===== src/rtl/fetch_stage.sv =====
// fetch_stage: PC owner and imem req/ack fetch engine feeding IF/ID, with a one-entry skid buffer.
// Optional FETCH_PERF_CNT_EN adds transfer and dropped-ack counters.
module fetch_stage #(
    parameter logic [31:0] RESET_PC = 32'h0000_0000,
    parameter logic [31:0] PC_STEP  = 32'd4
) (
    input  logic        clk_i,
    input  logic        rst_i,
    input  logic        start_i,
    input  logic        stall_i,
    input  logic        branch_i,
    input  logic [31:0] branch_target_i,
    output logic        imem_req_o,
    output logic [31:0] imem_addr_o,
    input  logic        imem_ack_i,
    input  logic [31:0] imem_data_i,
    output logic [31:0] pc_o,
    output logic [31:0] instr_o,
    output logic        valid_o
`ifdef FETCH_PERF_CNT_EN
    ,
    output logic [31:0] fetch_cnt_o,
    output logic [31:0] discard_cnt_o
`endif
);
    typedef enum logic [1:0] {IDLE, FETCH, HOLD, DISCARD} state_e;
    state_e state_q, state_d;
    logic [31:0] pc_q, pc_d, addr_q, addr_d, out_pc_q, out_pc_d, instr_q, instr_d;
    logic [31:0] skid_pc_q, skid_pc_d, skid_data_q, skid_data_d;
    logic req_q, req_d, valid_q, valid_d;
    logic ack, free, redirect;
    // an ack only counts while a request is actually on the bus
    assign ack      = imem_ack_i & req_q;
    assign free     = ~valid_q | ~stall_i;
    assign redirect = branch_i & (state_q != IDLE);
    always_comb begin
        state_d     = state_q;
        pc_d        = pc_q;
        addr_d      = addr_q;
        req_d       = req_q;
        out_pc_d    = out_pc_q;
        instr_d     = instr_q;
        valid_d     = valid_q;
        skid_pc_d   = skid_pc_q;
        skid_data_d = skid_data_q;
        if (redirect) begin
            pc_d    = branch_target_i;
            valid_d = 1'b0;
            instr_d = 32'd0;
            if (req_q && !ack) begin
                state_d = DISCARD;
            end else begin
                state_d = start_i ? FETCH : IDLE;
                req_d   = start_i;
                addr_d  = start_i ? branch_target_i : addr_q;
            end
        end else begin
            case (state_q)
                IDLE: begin
                    valid_d = 1'b0;
                    instr_d = 32'd0;
                    if (start_i) begin
                        state_d = FETCH;
                        req_d   = 1'b1;
                        addr_d  = pc_q;
                    end
                end
                FETCH: begin
                    if (ack) begin
                        req_d = 1'b0;
                        pc_d  = pc_q + PC_STEP;
                        if (free) begin
                            out_pc_d = addr_q;
                            instr_d  = imem_data_i;
                            valid_d  = 1'b1;
                            state_d  = start_i ? FETCH : IDLE;
                        end else begin
                            skid_pc_d   = addr_q;
                            skid_data_d = imem_data_i;
                            state_d     = HOLD;
                        end
                    end else begin
                        valid_d = free ? 1'b0 : valid_q;
                        instr_d = free ? 32'd0 : instr_q;
                        if (req_q) begin
                            state_d = start_i ? FETCH : DISCARD;
                        end else if (start_i) begin
                            req_d  = 1'b1;
                            addr_d = pc_q;
                        end else begin
                            state_d = IDLE;
                        end
                    end
                end
                HOLD: begin
                    if (!stall_i) begin
                        out_pc_d = skid_pc_q;
                        instr_d  = skid_data_q;
                        valid_d  = 1'b1;
                        state_d  = FETCH;
                    end
                end
                DISCARD: begin
                    if (ack) begin
                        state_d = start_i ? FETCH : IDLE;
                        req_d   = start_i;
                        addr_d  = start_i ? pc_q : addr_q;
                    end
                end
                default: state_d = IDLE;
            endcase
        end
    end
    always_ff @(posedge clk_i or negedge rst_i) begin
        if (!rst_i) begin
            state_q     <= IDLE;
            pc_q        <= RESET_PC;
            addr_q      <= RESET_PC;
            req_q       <= 1'b0;
            out_pc_q    <= 32'd0;
            instr_q     <= 32'd0;
            valid_q     <= 1'b0;
            skid_pc_q   <= 32'd0;
            skid_data_q <= 32'd0;
        end else begin
            state_q     <= state_d;
            pc_q        <= pc_d;
            addr_q      <= addr_d;
            req_q       <= req_d;
            out_pc_q    <= out_pc_d;
            instr_q     <= instr_d;
            valid_q     <= valid_d;
            skid_pc_q   <= skid_pc_d;
            skid_data_q <= skid_data_d;
        end
    end
    assign imem_req_o  = req_q;
    assign imem_addr_o = addr_q;
    assign pc_o        = out_pc_q;
    assign instr_o     = instr_q;
    assign valid_o     = valid_q;
`ifdef FETCH_PERF_CNT_EN
    logic [31:0] fetch_cnt_q, discard_cnt_q;
    always_ff @(posedge clk_i or negedge rst_i) begin
        if (!rst_i) begin
            fetch_cnt_q   <= 32'd0;
            discard_cnt_q <= 32'd0;
        end else begin
            fetch_cnt_q   <= fetch_cnt_q + {31'd0, valid_q & ~stall_i};
            discard_cnt_q <= discard_cnt_q + {31'd0, ack & (redirect | (state_q == DISCARD))};
        end
    end
    assign fetch_cnt_o   = fetch_cnt_q;
    assign discard_cnt_o = discard_cnt_q;
`endif
endmodule

===== config.mk =====
export PLATFORM = sky130hd
export DESIGN_NAME = fetch_stage
export DESIGN_NICKNAME = d
export VERILOG_FILES = /design/src/rtl/fetch_stage.sv
export SDC_FILE = /design/constraint.sdc
export NUM_CORES = 1
export LEC_CHECK = 0
export ABC_AREA = 1
export BUFFER_PORTS_ARGS = -buffer_cell sky130_fd_sc_hd__buf_4
export CAP_MARGIN = 20
export CELL_PAD_IN_SITES_DETAIL_PLACEMENT = 0
export CELL_PAD_IN_SITES_GLOBAL_PLACEMENT = 1
export CORE_ASPECT_RATIO = 1.25
export CORE_MARGIN = 2
export CORE_UTILIZATION = 35
export DETAILED_ROUTE_END_ITERATION = 7
export GPL_TIMING_DRIVEN = 0
export PLACE_DENSITY_LB_ADDON = 0.1
export SYNTH_ARGS = -nofsm -noshare
export SYNTH_HDL_FRONTEND = slang
export SYNTH_SLANG_ARGS = --single-unit
export TNS_END_PERCENT = 1

===== constraint.sdc =====
create_clock -name clk_i -period 2.85 [get_ports clk_i]
set_clock_uncertainty 0.05 [all_clocks]
set_input_delay 0.4275 -clock clk_i [delete_from_list [all_inputs] [get_ports clk_i]]
set_output_delay 0.4275 -clock clk_i [all_outputs]
set_load 0.05 [all_outputs]

# After elaboration in Yosys (flattened, before gate mapping)
# Index checks and enable logic that the tools add are counted.
# W data, S select, Z words.
# classes
add_sub_neg	1
n_eq_ne	15
mux	47
bitwise_logic	7
reduce_logical	16
# ops
cell	n
$mux W32	18
$pmux W32 S3	2
$pmux W32 S2	1
$add A32 B3 Y32 const B	1
$mux W2	10
$ne A3 B3 Y1 const B	6
$mux W1	13
$reduce_and A4 Y1	3
$ne A2 B2 Y1 const B	5
$pmux W2 S4	1
$reduce_bool A2 Y1	4
$reduce_bool A4 Y1	2
$pmux W1 S3	2
$reduce_and A6 Y1	1
$ne A5 B5 Y1 const B	1
$reduce_and A5 Y1	1
$eq A2 B2 Y1 const B	2
$not A1 Y1	4
$reduce_and A3 Y1	1
$and A1 B1 Y1	2
$eq A2 B1 Y1 const B	1
$logic_not A2 Y1	1
$reduce_and A2 Y1	1
$logic_and A1 B1 Y1	1
other kinds (2)	2
# totals
regBits	196
input_bits	70
output_inout_bits	98
wordCells	95

# Logic depth before layout (Yosys ltp)
# Gate-level depths: netlist of run 1.
# logic_depth
depth_word	6
ltp_mapped	11
depth_no_buf	11

# Worst setup path after synthesis of run 1
# Ideal clock, no wire load.
# synth_timing
path_kind	reg-to-reg
from	register state_q[0]
to	register skid_data_q[10]
setup_time_ns	0.135
t_arrival_ns	1.707
t_required_ns	2.665
slack_ns	0.958
stages_incl_launch_ff	10
n_path_buf	2
synth_period_minus_slack_ns	1.892
path_cell_list	dfrtp_1 > inv_1 > ha_1 > inv_2 > nand2_4 > nand3_1 > nor2_1 > buf_2 > buf_2 > o22ai_1
# synth_via
elab_chain_cells	4
elab_cells_between_ends	5
classes_between	eq/ne: 1; bitwise: 2; reduce/logical: 2
# synth_lines
item	line	rtl
start, declared	27	state_e state_q, state_d;
start signal, assigned	126	state_q <= state_d;
$reduce_bool A2 Y1	35	assign redirect = branch_i & (state_q != IDLE);
$and A1 B1 Y1	35	
$not A1 Y1 (no source line)	--	
$reduce_and A4 Y1 (no source line) (*)	--	
end signal, assigned	134	skid_data_q <= skid_data_d;
end, declared	29	logic [31:0] skid_pc_q, skid_pc_d, skid_data_q, skid_data_d;
# Every way passes the cells marked *; elsewhere a longest branch is shown, timed or not.
# A chain may end at the register's enable or synchronous reset.

# Worst setup path after layout of run 1
# layout_timing
from	register state_q[0]
to	register skid_data_q[16]
# Same word-level chain as after synthesis.

==> flow_summary.ini, run 1 <==
[outcome]
outcome = finished with violations
violations = negative hold slack

[place]
gp_congestion = 0.865
placedCellCount = 1823
portBuffers = 167
hpwl_um = 23400

[synth]
yosysSeqAreaShare_pct = 50.0
yosysTopAreaCell = dfrtp_1
yosysWarnings = 0
async_flop_share_pct = 100
synth-seq-cells = 196
synth_nets = 1380
yosysUniqueCellTypes = 30
syn_area_per_cell_um2 = 7.51
synth-edff-count = 0
synthCells = 1305
synth_area_um2 = 9810
synth.top_cell.area_share_pct = 50.0
synth_area_leaders = dfrtp_1, nand2_1, inv_1
synth_top_flop_cell = dfrtp_1

[routing]
routed_wl_um = 31100
vias_per_cell = 4.88
drc = 0
vias = 9050
met3_length_um = 1220
post_drt_wl_per_cell_um = 16.8
highest_layer = met4
dr.pass1.iters = 5
met2WireLength_um = 15700
drt_iter0_drc = 572
ant_nets = 0
wl_met1_um = 13600

[layout]
drive_above_1_share_pct = 16.5
mostFrequentLayoutCell = nand2_1
layout_common_cells = nand2_1, dfrtp_1, inv_1, buf_4, nor2_1
n_antenna_cell = 0
final_cell_count_no_fill = 1855
nets = 1567
nFillCells = 2909
area_growth_pct = 24.0

[timing]
fmax_mhz = 399
period_share_pct = 87.9
rsz0062_at_grt = no
finalSetupViolCount = 0
drv_slew = 0
setup_tns_ns = 0
hold_violations = 17
fin_crit_ns = 2.51
worst_pin_slew_ns = 0.753
slew_headroom_pct = 49.8
whs_ns = -0.0283

[floorplanning]
coreArea_um2 = 27600
start_util_pct = 35.6
die-area_um2 = 29400
io_pins = 168
rows = 68
fp.dieH_um = 191
fp.dieW_um = 154

[clock_tree]
cts_tree = done
cts-buffers-inserted = 17
clkSinkCount = 196
clockRootBuffer = clkbuf_16
path_clk_slew_ns = 0.07
cts.path.max_buffers = 2
insertion_delay_ns = 0.44
cts_setup_buffers = 0
htree_levels = 4

[worst_setup_path]
required_ns = 3.10
crit_path_start_kind = register
arrival_ns = 2.76
end_kind = register
r2r_slack_ns = 0.34
cp_max_fo = 10
worst-setup-path-type = register to register

[power_and_ir_drop]
power.leakage_nw = 6.15
ir_worst_vdd_uv = 513
powerDensity_nw_per_um2 = 1350

[min_path]
hold_path.class = input port to async pin

[global_route]
grt_max_degree = 102
grt_pass1_wl_um = 49500
grt_use_total_pct = 21.5
grt_pass1_vias = 8883
grt-ovfl-total = 0
grt_antenna_before_repair = 0

[flow_run]
maxCapViolations = 0
[final cells by class]
| class | count | area [um^2] | area share (%) |
|---|---|---|---|
| plain buffers | 68 | 320 | 2.64 |
| clock buffers | 17 | 425 | 3.50 |
| clock inverters | 15 | 195 | 1.61 |
| inverters | 188 | 706 | 5.81 |
| multi-input cells | 853 | 3880 | 31.9 |
| flip-flops and latches | 196 | 4900 | 40.4 |
| well taps | 350 | 438 | 3.60 |
| repair buffers | 168 | 1290 | 10.6 |
[final timing paths]
check,depth (start not counted),start,end
worst max register to register,9,state_q[0],skid_data_q[16]
max in group asynchronous,2,rst_i,imem_addr_o[9]
min in group clk_i,3,imem_data_i[30],skid_data_q[30]
worst max-delay path,9,state_q[0],skid_data_q[16]
worst min-delay path,1,rst_i,instr_o[4]
worst min register to register,2,skid_pc_q[27],skid_pc_q[27]
[sequential cells by signal, indices dropped and copies added, names as in the netlist]
signal / flops
state_q: 2
skid_pc_q: 32
imem_addr_o: 32
imem_req_o: 1
valid_o: 1
pc_q: 32
instr_o: 32
skid_data_q: 32
pc_o: 32
[where the power goes]
part           internal, mW  switching [mW]
sequential             4.00           0.911
clock                  1.41            1.17
combinational          2.62            6.27
[logic make-up (layout without fill, tap and decap cells)]
family          count (synthesis)  count (layout)  synth area share, %
flops                         196             196                 50.0
buf+inv                       256             456                 10.5
fa+ha+maj                       5               5                0.638
simple gates                  580             580                 23.9
compound gates                268             268                 15.0
[synthesized netlist by cell type, types with 2 or more instances]
| cell type | n |
|---|---|
| a21oi_1 | 23 |
| o21ai_1 | 54 |
| inv_1 | 183 |
| buf_2 | 27 |
| a22oi_1 | 2 |
| inv_2 | 5 |
| nor2_4 | 2 |
| o21ai_0 | 110 |
| ha_1 | 5 |
| nand2_1 | 350 |
| clkbuf_1 | 31 |
| buf_1 | 2 |
| nand3_1 | 79 |
| buf_4 | 8 |
| a31oi_1 | 40 |
| nor2_1 | 131 |
| o22ai_1 | 34 |
| nor3_1 | 6 |
| o21bai_1 | 2 |
| dfrtp_1 | 196 |
| nand4_1 | 6 |
[metal layers]
metal	track usage [%]	up-vias
met1	27.5	4272
met5	0	-
met3	3.06	27
met4	6.35	0
met2	37.8	210
li1	-	4541
[critical path, cell delays in order (launching register included)]
cell	delay, ns
dfrtp_1	0.42
inv_1	0.13
ha_1	0.27
inv_2	0.10
nand2_4	0.12
nand3_1	0.31
nor2_1	0.26
buf_2	0.32
buf_2	0.28
o22ai_1	0.10
[metrics by stage]
stage	utilization, %	power [mW]	setup slack, ns	hold WS [ns]	instance area, um^2
2_1_floorplan	-	11.0	0.958	0.0819	9810
3_3_place_gp	41.7	13.9	-0.242	0.405	11500
3_5_place_dp	41.8	13.9	0.141	0.409	11500
4_1_cts	44.1	16.5	0.134	0.00243	12200
5_1_grt	44.1	17.7	0.100	0.0354	12200
6_report	44.1	16.4	0.345	-0.0283	12200
[repair_timing]
action | 4_1_cts | 5_1_grt
hold buffers | 0 | 0
hold endpoints to repair | 0 | 0
resized for setup | 0 | 2
setup endpoints to repair | 0 | 5
Note: power is estimated with default switching activity, not from simulation.
==> run 2, diff against run 1 <==
Settings changed: CELL_PAD_IN_SITES_DETAIL_PLACEMENT 0 to not set, CELL_PAD_IN_SITES_GLOBAL_PLACEMENT 1 to not set, PLACE_DENSITY_LB_ADDON 0.1 to not set.
==> run 2 against run 1 <==
Compared with the run above: the run still ends with negative hold slack left; register-to-register slack better by 0.07 ns; clock power is 5% lower; flip-flop and latch count did not move; sequential power rose by 1%; combinational power decreased by 0.9%; non-clock buffer count is the same; utilization decreased by 0.12 points; sequential share of layout area increased by 0.11 points; first-iteration DRC count fell by 15%; critical path type unchanged; largest cell class unchanged.
==> flow_summary.ini, run 2 (synthesized netlist as in run 1, its figures left out) <==
[outcome]
outcome = finished with violations
violations = negative hold slack

[power_and_ir_drop]
p_sw_share_pct = 51.0
ir_worst_vdd_uv = 505
seq_power_share_pct = 30.5
clock_power_share_pct = 15.2
p_int_mw = 7.95
p_sw_mw = 8.28
total_power_mw = 16.2
comb_power_share_pct = 54.3
power.leakage_nw = 6.14
powerDensity_nw_per_um2 = 1340

[worst_setup_path]
crit_start = state_q[0]
required_ns = 3.10
end_kind = register
cp_max_fo = 10
crit_path_start_kind = register
worst-setup-path-type = register to register
arrival_ns = 2.69
r2r-start = state_q[0]

[timing]
fmax_mhz = 411
drv_slew = 0
hold_violations = 2
period_share_pct = 85.5
fin_crit_ns = 2.44
worst_pin_slew_ns = 0.796
rsz0062_at_grt = no
whs_ns = -0.00594
worst_slack_ns = 0.415
finalSetupViolCount = 0
setup_tns_ns = 0
slew_headroom_pct = 46.9

[routing]
dr.pass1.iters = 5
ant_nets = 0
vias_per_cell = 4.86
routed_wl_um = 29800
post_drt_wl_per_cell_um = 16.1
drc = 0
drt_iter0_drc = 486
vias = 9021

[place]
hpwl_um = 22800
gp_congestion = 0.955
place_ws_ns = 0.359
portBuffers = 167
placed_area_um2 = 11500

[clock_tree]
clkSinkCount = 196
cts-buffers-inserted = 17
cts.repair.resized = 0
htree_levels = 4
cts_setup_buffers = 0
insertion_delay_ns = 0.44
clockRootBuffer = clkbuf_16
cts_tree = done
cts.path.max_buffers = 2
cts_hold_buf = 0
path_clk_slew_ns = 0.07

[floorplanning]
start_util_pct = 35.6
fp.dieH_um = 191
coreArea_um2 = 27600
io_pins = 168
rows = 68
fp.dieW_um = 154
die-area_um2 = 29400

[flow_run]
maxCapViolations = 0

[global_route]
grt-ovfl-total = 0
grt_antenna_before_repair = 0
grt_pass1_wl_um = 47700
grt_use_total_pct = 20.7
grt_pass1_vias = 8830
grt_max_degree = 101

[layout]
drive_above_1_share_pct = 16.5
nFillCells = 2873
nets = 1567
stdcell_area_um2 = 12100
n_antenna_cell = 0
area_growth_pct = 23.6
layout_common_cells = nand2_1, dfrtp_1, inv_1, buf_4, nor2_1
mostFrequentLayoutCell = nand2_1

[min_path]
hold_path.class = input port to async pin
run 2: cell types whose count changed in the layout (fill, tap and decap cells not counted), moves of 2 or more:
| cell | previous run | this run |
|---|---|---|
| clkinv_2 | 1 | 4 |
| clkinv_4 | 3 | 1 |
| inv_6 | 2 | 4 |
| inv_8 | 3 | 1 |
run 2: metal layers:
layer / GRT usage [%] / wire (um) / up-vias
met2: 36.2 / 14800 / 254
met3: 3.40 / 1520 / 48
met5: 0 / 0 / -
met1: 25.9 / 12700 / 4180
li1: - / - / 4539
met4: 7.09 / 785 / 0
run 2: cell type report:
cell class	instances	area, um^2	share of cell area (%)
Inverter	188	706	5.82
Timing Repair Buffer	168	1290	10.6
Clock buffer	18	439	3.62
Multi-Input combinational cell	853	3880	32.0
Buffer	68	319	2.63
Sequential cell	196	4900	40.5
Clock inverter	14	150	1.24
Tap cell	350	438	3.61
run 2: power by group through the flow:
stage	Clock (mW)	Sequential (mW)	Combinational [mW]
final	2.46	4.96	8.81
after global routing	2.63	5.11	9.73
after CTS	2.51	4.97	8.88
after detailed placement	0	5.02	8.85
after global placement	0	4.98	8.78
after floorplan	0	6.79	4.17
run 2: critical path: stages, from the launching register on:
cell and delay, ns:
dfrtp_1 0.44, inv_1 0.15, ha_1 0.28, inv_2 0.10, nand2_4 0.12, nand3_1 0.26, nor2_1 0.23, buf_2 0.31
buf_2 0.27, o22ai_1 0.10
run 2: worst paths after layout:
kind / endpoint / slack [ns] / cells after the start
hold reg to reg: skid_pc_q[20] / 0.42 / 2
setup / recovery: skid_data_q[20] / 0.41 / 9
hold / removal: pc_o[5] / -0.006 / 1
min in group clk_i: skid_data_q[15] / 0.22 / 3
setup reg to reg: skid_data_q[20] / 0.41 / 9
max in group asynchronous: pc_q[20] / 1.83 / 2
run 2: metrics by stage:
stage                     instances  hold WS, ns  util, %
after floorplan                1305       0.0819        -
after global placement         1822        0.404     41.7
after detailed placement       1823        0.408     41.8
after CTS                      1855       0.0260     44.0
after global routing           1855       0.0566     44.0
final                          1855     -0.00594     44.0
